===== src/rtl/univ_shift_reg.sv =====
// Universal register: hold, parallel load, shift, rotate, arithmetic shift and invert,
// with a registered serial-out bit and a saturating shift counter.
module univ_shift_reg #(
    parameter int unsigned      WIDTH     = 8,
    parameter logic [WIDTH-1:0] RESET_VAL = '0
) (
    input  logic                         clk,
    input  logic                         rst,
    input  logic                         clr,
    input  logic                         en,
    input  logic [2:0]                   mode,
    input  logic [WIDTH-1:0]             d,
    input  logic                         sin,
    output logic [WIDTH-1:0]             q,
    output logic [WIDTH-1:0]             qn,
    output logic                         so,
    output logic [$clog2(WIDTH+1)-1:0]   cnt,
    output logic                         full
);

    localparam int unsigned CW = $clog2(WIDTH + 1);

    typedef enum logic [2:0] {
        ModeHold = 3'b000,
        ModeLoad = 3'b001,
        ModeShl  = 3'b010,
        ModeShr  = 3'b011,
        ModeRol  = 3'b100,
        ModeRor  = 3'b101,
        ModeAsr  = 3'b110,
        ModeInv  = 3'b111
    } mode_e;

    logic [WIDTH-1:0] q_q, q_d;
    logic             so_q, so_d;
    logic [CW-1:0]    cnt_q, cnt_d;
    logic [CW-1:0]    cnt_inc;
    logic             cnt_sat;
    mode_e            mode_sel;

    assign mode_sel = mode_e'(mode);
    assign cnt_sat  = (cnt_q == CW'(WIDTH));
    // Counter stops at WIDTH so full stays asserted under further shifts.
    assign cnt_inc  = cnt_sat ? cnt_q : cnt_q + CW'(1);

    // Next-state selection: clr beats en, en=0 holds, otherwise decode mode.
    always_comb begin
        q_d   = q_q;
        so_d  = so_q;
        cnt_d = cnt_q;
        if (clr) begin
            q_d   = RESET_VAL;
            so_d  = 1'b0;
            cnt_d = '0;
        end else if (en) begin
            unique case (mode_sel)
                ModeHold: begin
                end
                ModeLoad: begin
                    q_d   = d;
                    cnt_d = '0;
                end
                ModeShl: begin
                    q_d   = {q_q[WIDTH-2:0], sin};
                    so_d  = q_q[WIDTH-1];
                    cnt_d = cnt_inc;
                end
                ModeShr: begin
                    q_d   = {sin, q_q[WIDTH-1:1]};
                    so_d  = q_q[0];
                    cnt_d = cnt_inc;
                end
                ModeRol: begin
                    q_d   = {q_q[WIDTH-2:0], q_q[WIDTH-1]};
                    so_d  = q_q[WIDTH-1];
                    cnt_d = cnt_inc;
                end
                ModeRor: begin
                    q_d   = {q_q[0], q_q[WIDTH-1:1]};
                    so_d  = q_q[0];
                    cnt_d = cnt_inc;
                end
                ModeAsr: begin
                    q_d   = {q_q[WIDTH-1], q_q[WIDTH-1:1]};
                    so_d  = q_q[0];
                    cnt_d = cnt_inc;
                end
                ModeInv: begin
                    q_d = ~q_q;
                end
                default: begin
                end
            endcase
        end
    end

    // State registers with asynchronous reset.
    always_ff @(posedge clk or posedge rst) begin
        if (rst) begin
            q_q   <= RESET_VAL;
            so_q  <= 1'b0;
            cnt_q <= '0;
        end else begin
            q_q   <= q_d;
            so_q  <= so_d;
            cnt_q <= cnt_d;
        end
    end

    assign q    = q_q;
    assign qn   = ~q_q;
    assign so   = so_q;
    assign cnt  = cnt_q;
    assign full = cnt_sat;

endmodule

===== config.mk =====
export PLATFORM = sky130hd
export DESIGN_NAME = univ_shift_reg
export DESIGN_NICKNAME = d
export VERILOG_FILES = /design/src/rtl/univ_shift_reg.sv
export SDC_FILE = /design/constraint.sdc
export NUM_CORES = 1
export LEC_CHECK = 0
export BUFFER_PORTS_ARGS = -buffer_cell sky130_fd_sc_hd__buf_2
export CAP_MARGIN = 30
export CORE_MARGIN = 4
export CORE_UTILIZATION = 40
export CTS_CLUSTER_DIAMETER = 40
export DETAILED_ROUTE_END_ITERATION = 6
export HOLD_SLACK_MARGIN = 0.1
export PLACE_DENSITY_LB_ADDON = 0.2
export SYNTH_ARGS = -nofsm -noshare
export SYNTH_HDL_FRONTEND = slang
export SYNTH_SLANG_ARGS = --single-unit
export TNS_END_PERCENT = 1

===== constraint.sdc =====
create_clock -name clk -period 3.5 [get_ports clk]
set_clock_uncertainty 0.2 [all_clocks]
set_input_delay 0.875 -clock clk [delete_from_list [all_inputs] [get_ports clk]]
set_output_delay 0.875 -clock clk [all_outputs]
set_load 0.01 [all_outputs]

# After elaboration in Yosys (flattened, before gate mapping)
# Index checks and enable logic that the tools add are counted.
# totals
ff_bits	13
output_inout_bits	22
elab_cells	38
# op_classes
n_addsub	1
n_eq_ne	10
muxes	10
n_bitwise	1
reduce_logical	12
# op_table
operator	n
8-bit one-hot mux with 7 select lines	1
8-bit two-way mux	2
3-bit == test, second input constant	4
4-bit two-way mux	3
8-bit inverter	1
4-bit one-hot mux with 2 select lines	1
8-bit nonzero test	1
7-bit nonzero test	1
3-bit by 2-bit == test with 1-bit output, second input constant	2
3-bit AND reduction	2
3-bit nonzero test	2
5-bit OR reduction	1
4-bit by 1-bit adder with 4-bit output, second input constant	1
4-bit == test, second input constant	1
2-bit AND reduction	2
3-bit by 1-bit == test with 1-bit output, second input constant	1
3-bit != test, second input constant	1
3-bit OR reduction	1
1-bit two-way mux	2
2-bit != test, second input constant	1
1-bit one-hot mux with 2 select lines	1
2-bit nonzero test	1
2-bit OR reduction	1

# Logic depth before layout (Yosys ltp)
# Gate-level depths: netlist (run 1).
# depth
word_depth	5
ltp_mapped	7
depth_no_buf	6

# Worst setup path after synthesis (run 1)
# Ideal clock, no wire load.
# synth_timing
path_type	input port to flip-flop
from	input mode[1]
to	register cnt_q[3] (netlist: cnt[3])
arrival_ns	1.816
required_ns	3.231
setup_slack_ns	1.416
cell_stages	5
n_path_buf	1
path_cell_list	buf_6 -> and3_4 -> nor3_2 -> or4b_1 -> nand3_1
# synth_via
elab_chain_cells	5
word_cells_on_any_way	13
cone_classes	7 x eq/ne; 3 x mux; 3 x reduce/logical
# synth_rtl
element	line	rtl
from (decl)	11	input logic [2:0] mode,
3-bit == test / 3-bit by 2-bit == test with 1-bit output (equally long branches)	56	unique case (mode_sel)
5-bit OR reduction (no source line)	-	
4-bit one-hot mux with 2 select lines	56	
4-bit two-way mux	55	end else if (en) begin
4-bit two-way mux	51	if (clr) begin
to (signal assigned)	106	cnt_q <= cnt_d;
to (decl)	36	logic [CW-1:0] cnt_q, cnt_d;
# Parallel ways exist; a longest one is shown, timed or not. The select of a mux whose other input is x is not followed.
# A chain may end at the register's enable or synchronous reset.

# Final worst setup path (run 1)
# layout_timing
from	register cnt_q[0] (netlist: cnt[0])
to	output full
# layout_via
elab_chain_cells	1
# layout_rtl
element	line	rtl
4-bit == test	42	assign cnt_sat = (cnt_q == CW'(WIDTH));
to (decl)	18	output logic full
# No other way between the ends.

==> qor.yml, run 1 <==
synthTopCellsByArea: "dfrtp_1 29%, mux2i_1 5.3%, a32o_1 4.4%, o21ai_1 3.9%, mux2_1 3.9%"
synth_top_area_share: 0.285
row_count: 19
cts_max_path_buffers: 2
first_global_vias: 994
cts.clk_slew.worst_paths_ns: 0.09
worst_pin_slew_ns: 0.600
outcome: "complete, no violations"
post-cts-setup-buffers: 0
ant_nets: 0
grt_overflow: 0
syn-cell-area_mm2: 0.00114
grt_antenna_before_repair: 0
die-area_mm2: 0.00377
fin_nets: 185
required_ns: 2.42
hpwl_um: 2060
ys_types: 47
synth_seq_cells: 13
cp-end-kind: "output port"
critPathMaxFanout: 4
area_growth_pct: 16.0
final_core_util: 0.484
vias: 1118
final_area_mm2: 0.00132
grtUsageTotal: 0.163
numCtsBuffers: 3
numPortBuffers: 37
yosysTopAreaCell: "dfrtp_1"
die_w_um: 61.4
path_class: "reg -> out"
cellPowerDensity_mw_per_mm2: 293
grt_pass1_wl_um: 4610
async_flop_share: 1.00
cts_hold_buf: 0
cellLeakagePower_uw: 0.000607
first_iter_violations: 76
grt_start_max_net_pins: 32
rsz0062_at_grt: "false"
cts_tree: "yes"
dpl-instance-area_mm2: 0.00130
yosysMostFrequentCell: "dfrtp_1"
drv_slew: 0
drt_pass1_iterations: 4
worstHoldPathType: "reg -> reg"
synth_top_flop_cell: "dfrtp_1"
fmax_ghz: 0.422
ir_drop_mv: 0.194
final_hold_viol_count: 0
n_antenna_cell: 0
synthCells: 134
synth_warnings: 0
min_period_ns: 2.37
cts-root-buf: "clkbuf_4"
post-route-period-util: 0.677
setup_viol: 0
drc: 0
gp_congestion: 0.783
max-cap-violations: 0
wl_per_cell_um: 14.7
clock-sinks: 13
clkLatencyLatePin_ns: 0.28
seq_area_um2: 325
die_height_um: 61.4
multi_input_area_um2: 703
synth_edf_count: 0
ys_seq_area_frac: 0.285
synth_nets: 152
start_kind: "register"
wl_um: 2900
worstPathArrival_ns: 1.30
fillers: 279
cts.htree.levels: 1
tns_ns: 0
initial_utilization: 0.417
drive_above_1_share: 0.295
via_per_inst: 5.68
maxSlewHeadroom: 0.600
avgSynthCellArea_um2: 8.52
core-area_mm2: 0.00273
cts_resized: 0
io_pins: 38
synth_common_cells: "13 x dfrtp_1, 12 x nand2_1, 11 x inv_1, 9 x o21ai_1, 8 x o21ai_0"
## worst max-delay path, cell delays in order, from the launching register on
cell and delay [ns]:
dfrtp_1 0.41, inv_1 0.10, ha_1 0.14, and3b_1 0.21, buf_2 0.15
## final timing paths
kind | startpoint | to | slack (ns) | depth (start not counted)
min reg2reg | cnt[2] | cnt[2] | 0.33 | 1
max | cnt[0] | full | 1.13 | 4
max reg2reg | cnt[0] | cnt[2] | 1.88 | 6
max in group asynchronous | rst | so | 2.31 | 2
min | cnt[2] | cnt[2] | 0.33 | 1
min in group asynchronous | rst | q[4] | 0.42 | 2
## state kept, by name, indices dropped and copies added (netlist names)
name and count:
q 8, so 1, cnt 4
## area by class of cell
| type | count | share of cell area |
|---|---|---|
| well taps | 31 | 0.0293 |
| inverters | 12 | 0.0340 |
| multi-input cells | 100 | 0.531 |
| repair buffers | 37 | 0.140 |
| clock buffers | 4 | 0.0198 |
| flip-flops and latches | 13 | 0.246 |
## report_power, final
| part | switching (uW) | internal [uW] | total, uW |
|---|---|---|---|
| combinational | 68.0 | 49.9 | 118 |
| sequential | 12.8 | 159 | 172 |
| clock | 54.7 | 44.1 | 98.8 |
## layer usage
metal | GRT usage | wire length, um
met1 | 0.233 | 1350
met3 | 0.0273 | 209
met4 | 0.0485 | 19
met5 | 0 | 0
met2 | 0.254 | 1330
## logic make-up (layout without fill, tap and decap cells)
logic type               after synthesis  count (layout)  synth area share
AO/OA/AOI/OAI                         46              46             0.292
XOR/XNOR                               4               4            0.0307
adder cells (fa/ha/maj)                2               2            0.0219
buffers and inverters                 21              53            0.0987
flip-flops                            13              13             0.285
multiplexers                          10              10            0.0921
AND/OR/NAND/NOR                       38              38             0.180
## per-stage QoR
| stage | power (uW) | hold WS [ns] | setup slack [ns] | instances |
|---|---|---|---|---|
| 2_1_floorplan | 257 | 0.333 | 1.42 | 134 |
| 3_3_place_gp | 291 | 0.307 | 0.986 | 193 |
| 3_5_place_dp | 293 | 0.320 | 0.961 | 193 |
| 4_1_cts | 395 | 0.334 | 1.11 | 197 |
| 5_1_grt | 418 | 0.363 | 1.03 | 197 |
| 6_report | 388 | 0.330 | 1.13 | 197 |
## layout by cell type (no fill, tap or decap), types with 2 or more instances in the layout
| cell | netlist | layout |
|---|---|---|
| a21oi_1 | 6 | 6 |
| a22o_1 | 2 | 2 |
| a32o_1 | 5 | 5 |
| buf_2 | 3 | 37 |
| clkbuf_4 | 0 | 3 |
| dfrtp_1 | 13 | 13 |
| ha_1 | 2 | 2 |
| inv_1 | 11 | 11 |
| mux2_1 | 4 | 4 |
| mux2i_1 | 6 | 6 |
| nand2_1 | 12 | 12 |
| nand2b_1 | 2 | 2 |
| nand3_1 | 6 | 6 |
| nor2_1 | 7 | 7 |
| o21ai_0 | 8 | 8 |
| o21ai_1 | 9 | 9 |
| or3_1 | 2 | 2 |
| xnor2_1 | 3 | 3 |
(Power assumes the default switching activity.)
==> inputs of run 2 (changes only) <==
Clock period 3.5 ns to 2.3 ns, I/O delays scaled along.
==> qor.yml, run 2 (same netlist as run 1, synthesis figures left out) <==
outcome: "complete, no violations"
finalNonFillerCells: 202
fillers: 280
n_antenna_cell: 0
cts-root-buf: "clkbuf_4"
cts.htree.levels: 1
cellLeakagePower_uw: 0.000632
cpMaxStageDelayCell: "dfrtp_1"
layout_commonest_cell: "buf_2"
first_iter_violations: 50
cts_hold_buf: 0
path_class: "reg -> out"
fin_nets: 190
grt_overflow: 0
dpl-instance-area_mm2: 0.00134
cellPowerDensity_mw_per_mm2: 443
clkLatencyLatePin_ns: 0.28
drv_slew: 0
die_height_um: 61.4
hpwl_um: 2250
critPathMaxFanout: 4
post-cts-setup-buffers: 0
vias: 1156
cts_resized: 0
die-area_mm2: 0.00377
gp_congestion: 0.789
numPortBuffers: 37
drc: 0
dp.cells: 198
path_buf_inv: 2
cpPeakStageDelay_ns: 0.42
post-route-period-util: 0.915
drive_above_1_share: 0.316
wl_um: 2940
grtUsageTotal: 0.170
max-cap-violations: 0
setup_viol: 0
worstPathCellList: "inv_1, ha_1, and3b_1, buf_2"
numCtsBuffers: 3
cp_top_family: "flip-flops"
die_w_um: 61.4
drt_pass1_iterations: 4
worstHoldPathType: "in -> async"
worstPathArrival_ns: 1.33
worst_pin_slew_ns: 0.554
ant_nets: 0
seq_area_um2: 325
min_period_ns: 2.10
multi_input_area_um2: 703
area_growth_pct: 19.3
rsz0062_at_grt: "false"
mostFrequentLayoutCells: "37 x buf_2, 13 x dfrtp_1, 12 x nand2_1"
wl_per_cell_um: 14.6
grt_antenna_before_repair: 0
ir_drop_mv: 0.389
clock-sinks: 13
cp-end-kind: "output port"
grt_start_max_net_pins: 17
tns_ns: 0
final_hold_viol_count: 0
start_kind: "register"
largest_register_ff_count: 8
final_area_mm2: 0.00136
required_ns: 1.52
maxSlewHeadroom: 0.631
initial_utilization: 0.417
cts_max_path_buffers: 2
via_per_inst: 5.72
row_count: 19
core-area_mm2: 0.00273
grt_pass1_wl_um: 4890
fmax_ghz: 0.475
first_global_vias: 1092
cts.clk_slew.worst_paths_ns: 0.09
io_pins: 38
cts_tree: "yes"
run 2: cell types whose count changed in the layout (fill, tap and decap cells not counted):
cell / previous run / this run
buf_4: 0 / 5
run 2: per-stage QoR:
stage                     power [uW]  utilization  setup WS [ns]  hold WS (ns)
after global placement           449        0.488          0.280         0.309
after global routing             644        0.498         0.0920         0.160
after floorplan                  391            -          0.516         0.252
after CTS                        606        0.498          0.189         0.152
final                            603        0.498          0.195         0.123
after detailed placement         454        0.488          0.232         0.314
run 2: report_power, final:
part	leakage, uW	switching (uW)	internal [uW]	total [uW]
clock network	0.0000150	86.5	67.3	154
logic	0.000440	105	81.7	187
registers	0.000176	20.3	242	262
total	0.000632	212	391	603
run 2: path summary, 6_finish.rpt:
kind	startpoint	end	slack [ns]	depth (start not counted)
setup / recovery	cnt[0]	full	0.20	4
setup reg to reg	cnt[0]	cnt[2]	0.64	6
hold reg to reg	cnt[2]	cnt[2]	0.32	1
min in group clk	cnt[2]	cnt[2]	0.32	1
hold / removal	rst	q[3]	0.12	2
max in group asynchronous	rst	q[6]	1.41	2
run 2: routing by layer:
layer,vias to the layer above,share of wire,track usage
met5,-,0,0
met4,0,0,0.0242
met3,0,0.078,0.0440
met2,39,0.46,0.276
met1,549,0.46,0.232
li1,568,-,-
run 2: area by class of cell:
class                      count  share of cell area
multi-input combinational    100               0.517
sequential                    13               0.239
timing repair buffer          42               0.164
inverter                      12              0.0331
tap                           31              0.0285
clock buffer                   4              0.0193
==> inputs of run 3 (changes only) <==
Settings changed: ABC_AREA from default to 1, CTS_BUF_LIST from default to sky130_fd_sc_hd__clkbuf_16.
==> qor.yml, run 3 <==
cts-root-buf: "clkbuf_16"
grt_overflow: 0
largest_register_ff_count: 8
worstPathArrival_ns: 1.33
p_seq_frac: 0.331
fillers: 251
p_switching_uw: 255
grt_start_max_net_pins: 14
numPortBuffers: 37
async_flop_share: 1.00
cp-end-kind: "output port"
gp_congestion: 0.865
syn-cell-area_mm2: 0.00105
wl_um: 2810
mostFrequentLayoutCells: "37 x buf_2, 33 x nand2_1, 23 x nor2_1"
seq_area_um2: 325
worst_hold_slack_ns: 0.161
post-route-period-util: 0.914
die_w_um: 59.1
yosysTopAreaCell: "dfrtp_1"
synth_common_cells: "33 x nand2_1, 23 x nor2_1, 15 x inv_1, 13 x dfrtp_1, 12 x nand3_1"
p_int_uw: 560
fin_nets: 212
rsz0062_at_grt: "false"
core-area_mm2: 0.00248
cts.clk_slew.worst_paths_ns: 0.05
drive_above_1_share: 0.332
grt_use_met2: 0.301
dp.cells: 219
row_count: 18
numCtsBuffers: 3
outcome: "complete, no violations"
final_hold_viol_count: 0
drt_pass1_iterations: 4
multi_input_area_um2: 631
synth_seq_cells: 13
maxSlewHeadroom: 0.651
synth_edf_count: 0
required_ns: 1.52
ys_types: 24
area_growth_pct: 29.1
grt_antenna_before_repair: 0
grtUsageMet1: 0.190
cts_hold_buf: 0
use_met3: 0.0458
max-cap-violations: 0
path_class: "reg -> out"
setup_viol: 0
first_global_vias: 1114
cts_max_path_buffers: 2
top_usage_layer: "met2"
synthTopCellsByArea: "dfrtp_1 31%, nand2_1 12%, nor2_1 8.3%, nand3_1 5.7%, inv_1 5.4%"
clkPwrFrac: 0.397
ir_drop_mv: 0.369
first_iter_violations: 40
min_period_ns: 2.10
cts.htree.levels: 1
swShare: 0.312
hpwl_um: 2160
worst_pin_slew_ns: 0.523
synth_nets: 170
cellPowerDensity_mw_per_mm2: 604
yosysMostFrequentCell: "nand2_1"
cellLeakagePower_uw: 0.000712
cpPeakStageDelay_ns: 0.43
worstHoldPathType: "in -> async"
die-area_mm2: 0.00350
io_pins: 38
cts_resized: 0
wl_per_cell_um: 12.6
avgSynthCellArea_um2: 6.88
start_kind: "register"
fmax_ghz: 0.476
cts_tree: "yes"
synth_top_flop_cell: "dfrtp_1"
clock-sinks: 13
tns_ns: 0
grt_pass1_wl_um: 4540
drc: 0
ant_nets: 0
critPathMaxFanout: 6
synth_top_area_share: 0.311
grtUsageTotal: 0.169
final_core_util: 0.545
synthCells: 152
drv_slew: 0
n_antenna_cell: 0
initial_utilization: 0.422
layout_commonest_cell: "buf_2"
vias: 1157
comb_power_share: 0.272
dpl-instance-area_mm2: 0.00127
clkLatencyLatePin_ns: 0.24
worstPathCellList: "inv_1, ha_1, nand2_1, nor2_1, buf_2"
post-cts-setup-buffers: 0
die_height_um: 59.1
finalNonFillerCells: 223
synth_warnings: 0
ys_seq_area_frac: 0.311
final_area_mm2: 0.00135
via_per_inst: 5.19
cpMaxStageDelayCell: "dfrtp_1"
## run 3: worst paths after layout
check | startpoint | endpoint | slack [ns] | cells after the start
setup / recovery | cnt[0] | full | 0.20 | 5
hold / removal | rst | q[5] | 0.16 | 2
setup reg to reg | cnt[0] | cnt[2] | 0.78 | 8
hold reg to reg | so | so | 0.32 | 2
max in group asynchronous | rst | q[0] | 1.39 | 2
min in group clk | so | so | 0.32 | 2
## run 3: power by group through the flow
stage	combinational (uW)	clock, uW	sequential (uW)
6_report	222	324	270
5_1_grt	248	341	273
4_1_cts	223	333	270
3_5_place_dp	222	0	274
3_3_place_gp	217	0	272
2_1_floorplan	129	0	281
## run 3: per-stage QoR
step	total power [uW]	setup slack, ns
5_1_grt	862	0.0758
3_5_place_dp	495	0.287
2_1_floorplan	410	0.565
4_1_cts	826	0.169
6_report	815	0.198
3_3_place_gp	489	0.363
## run 3: logic make-up (layout without fill, tap and decap cells)
family | count (synthesis) | after routing | share of synthesized area
compound gates | 27 | 27 | 0.150
xor+xnor | 2 | 2 | 0.0167
fa+ha+maj | 2 | 2 | 0.0239
buf+inv | 23 | 64 | 0.0861
flops | 13 | 13 | 0.311
simple gates | 85 | 85 | 0.413
## run 3: worst max-delay path: cells and delay by family, from the launching register on
kind / cells / cell delay (ns)
adders and majority gates: 1 / 0.15
and+or+nand+nor: 2 / 0.25
DFF: 1 / 0.43
buffers and inverters: 2 / 0.26
## run 3: final cells by class
class,count,share of cell area
multi-input cells,116,0.467
flip-flops and latches,13,0.241
repair buffers,38,0.143
inverters,22,0.0630
clock buffers,3,0.0556
well taps,30,0.0278
clock inverters,1,0.00278
## run 3: routing by layer
| layer | up-vias | wire (um) |
|---|---|---|
| li1 | 579 | - |
| met1 | 537 | 1120 |
| met2 | 37 | 1450 |
| met3 | 4 | 205 |
| met4 | 0 | 24 |
| met5 | - | 0 |
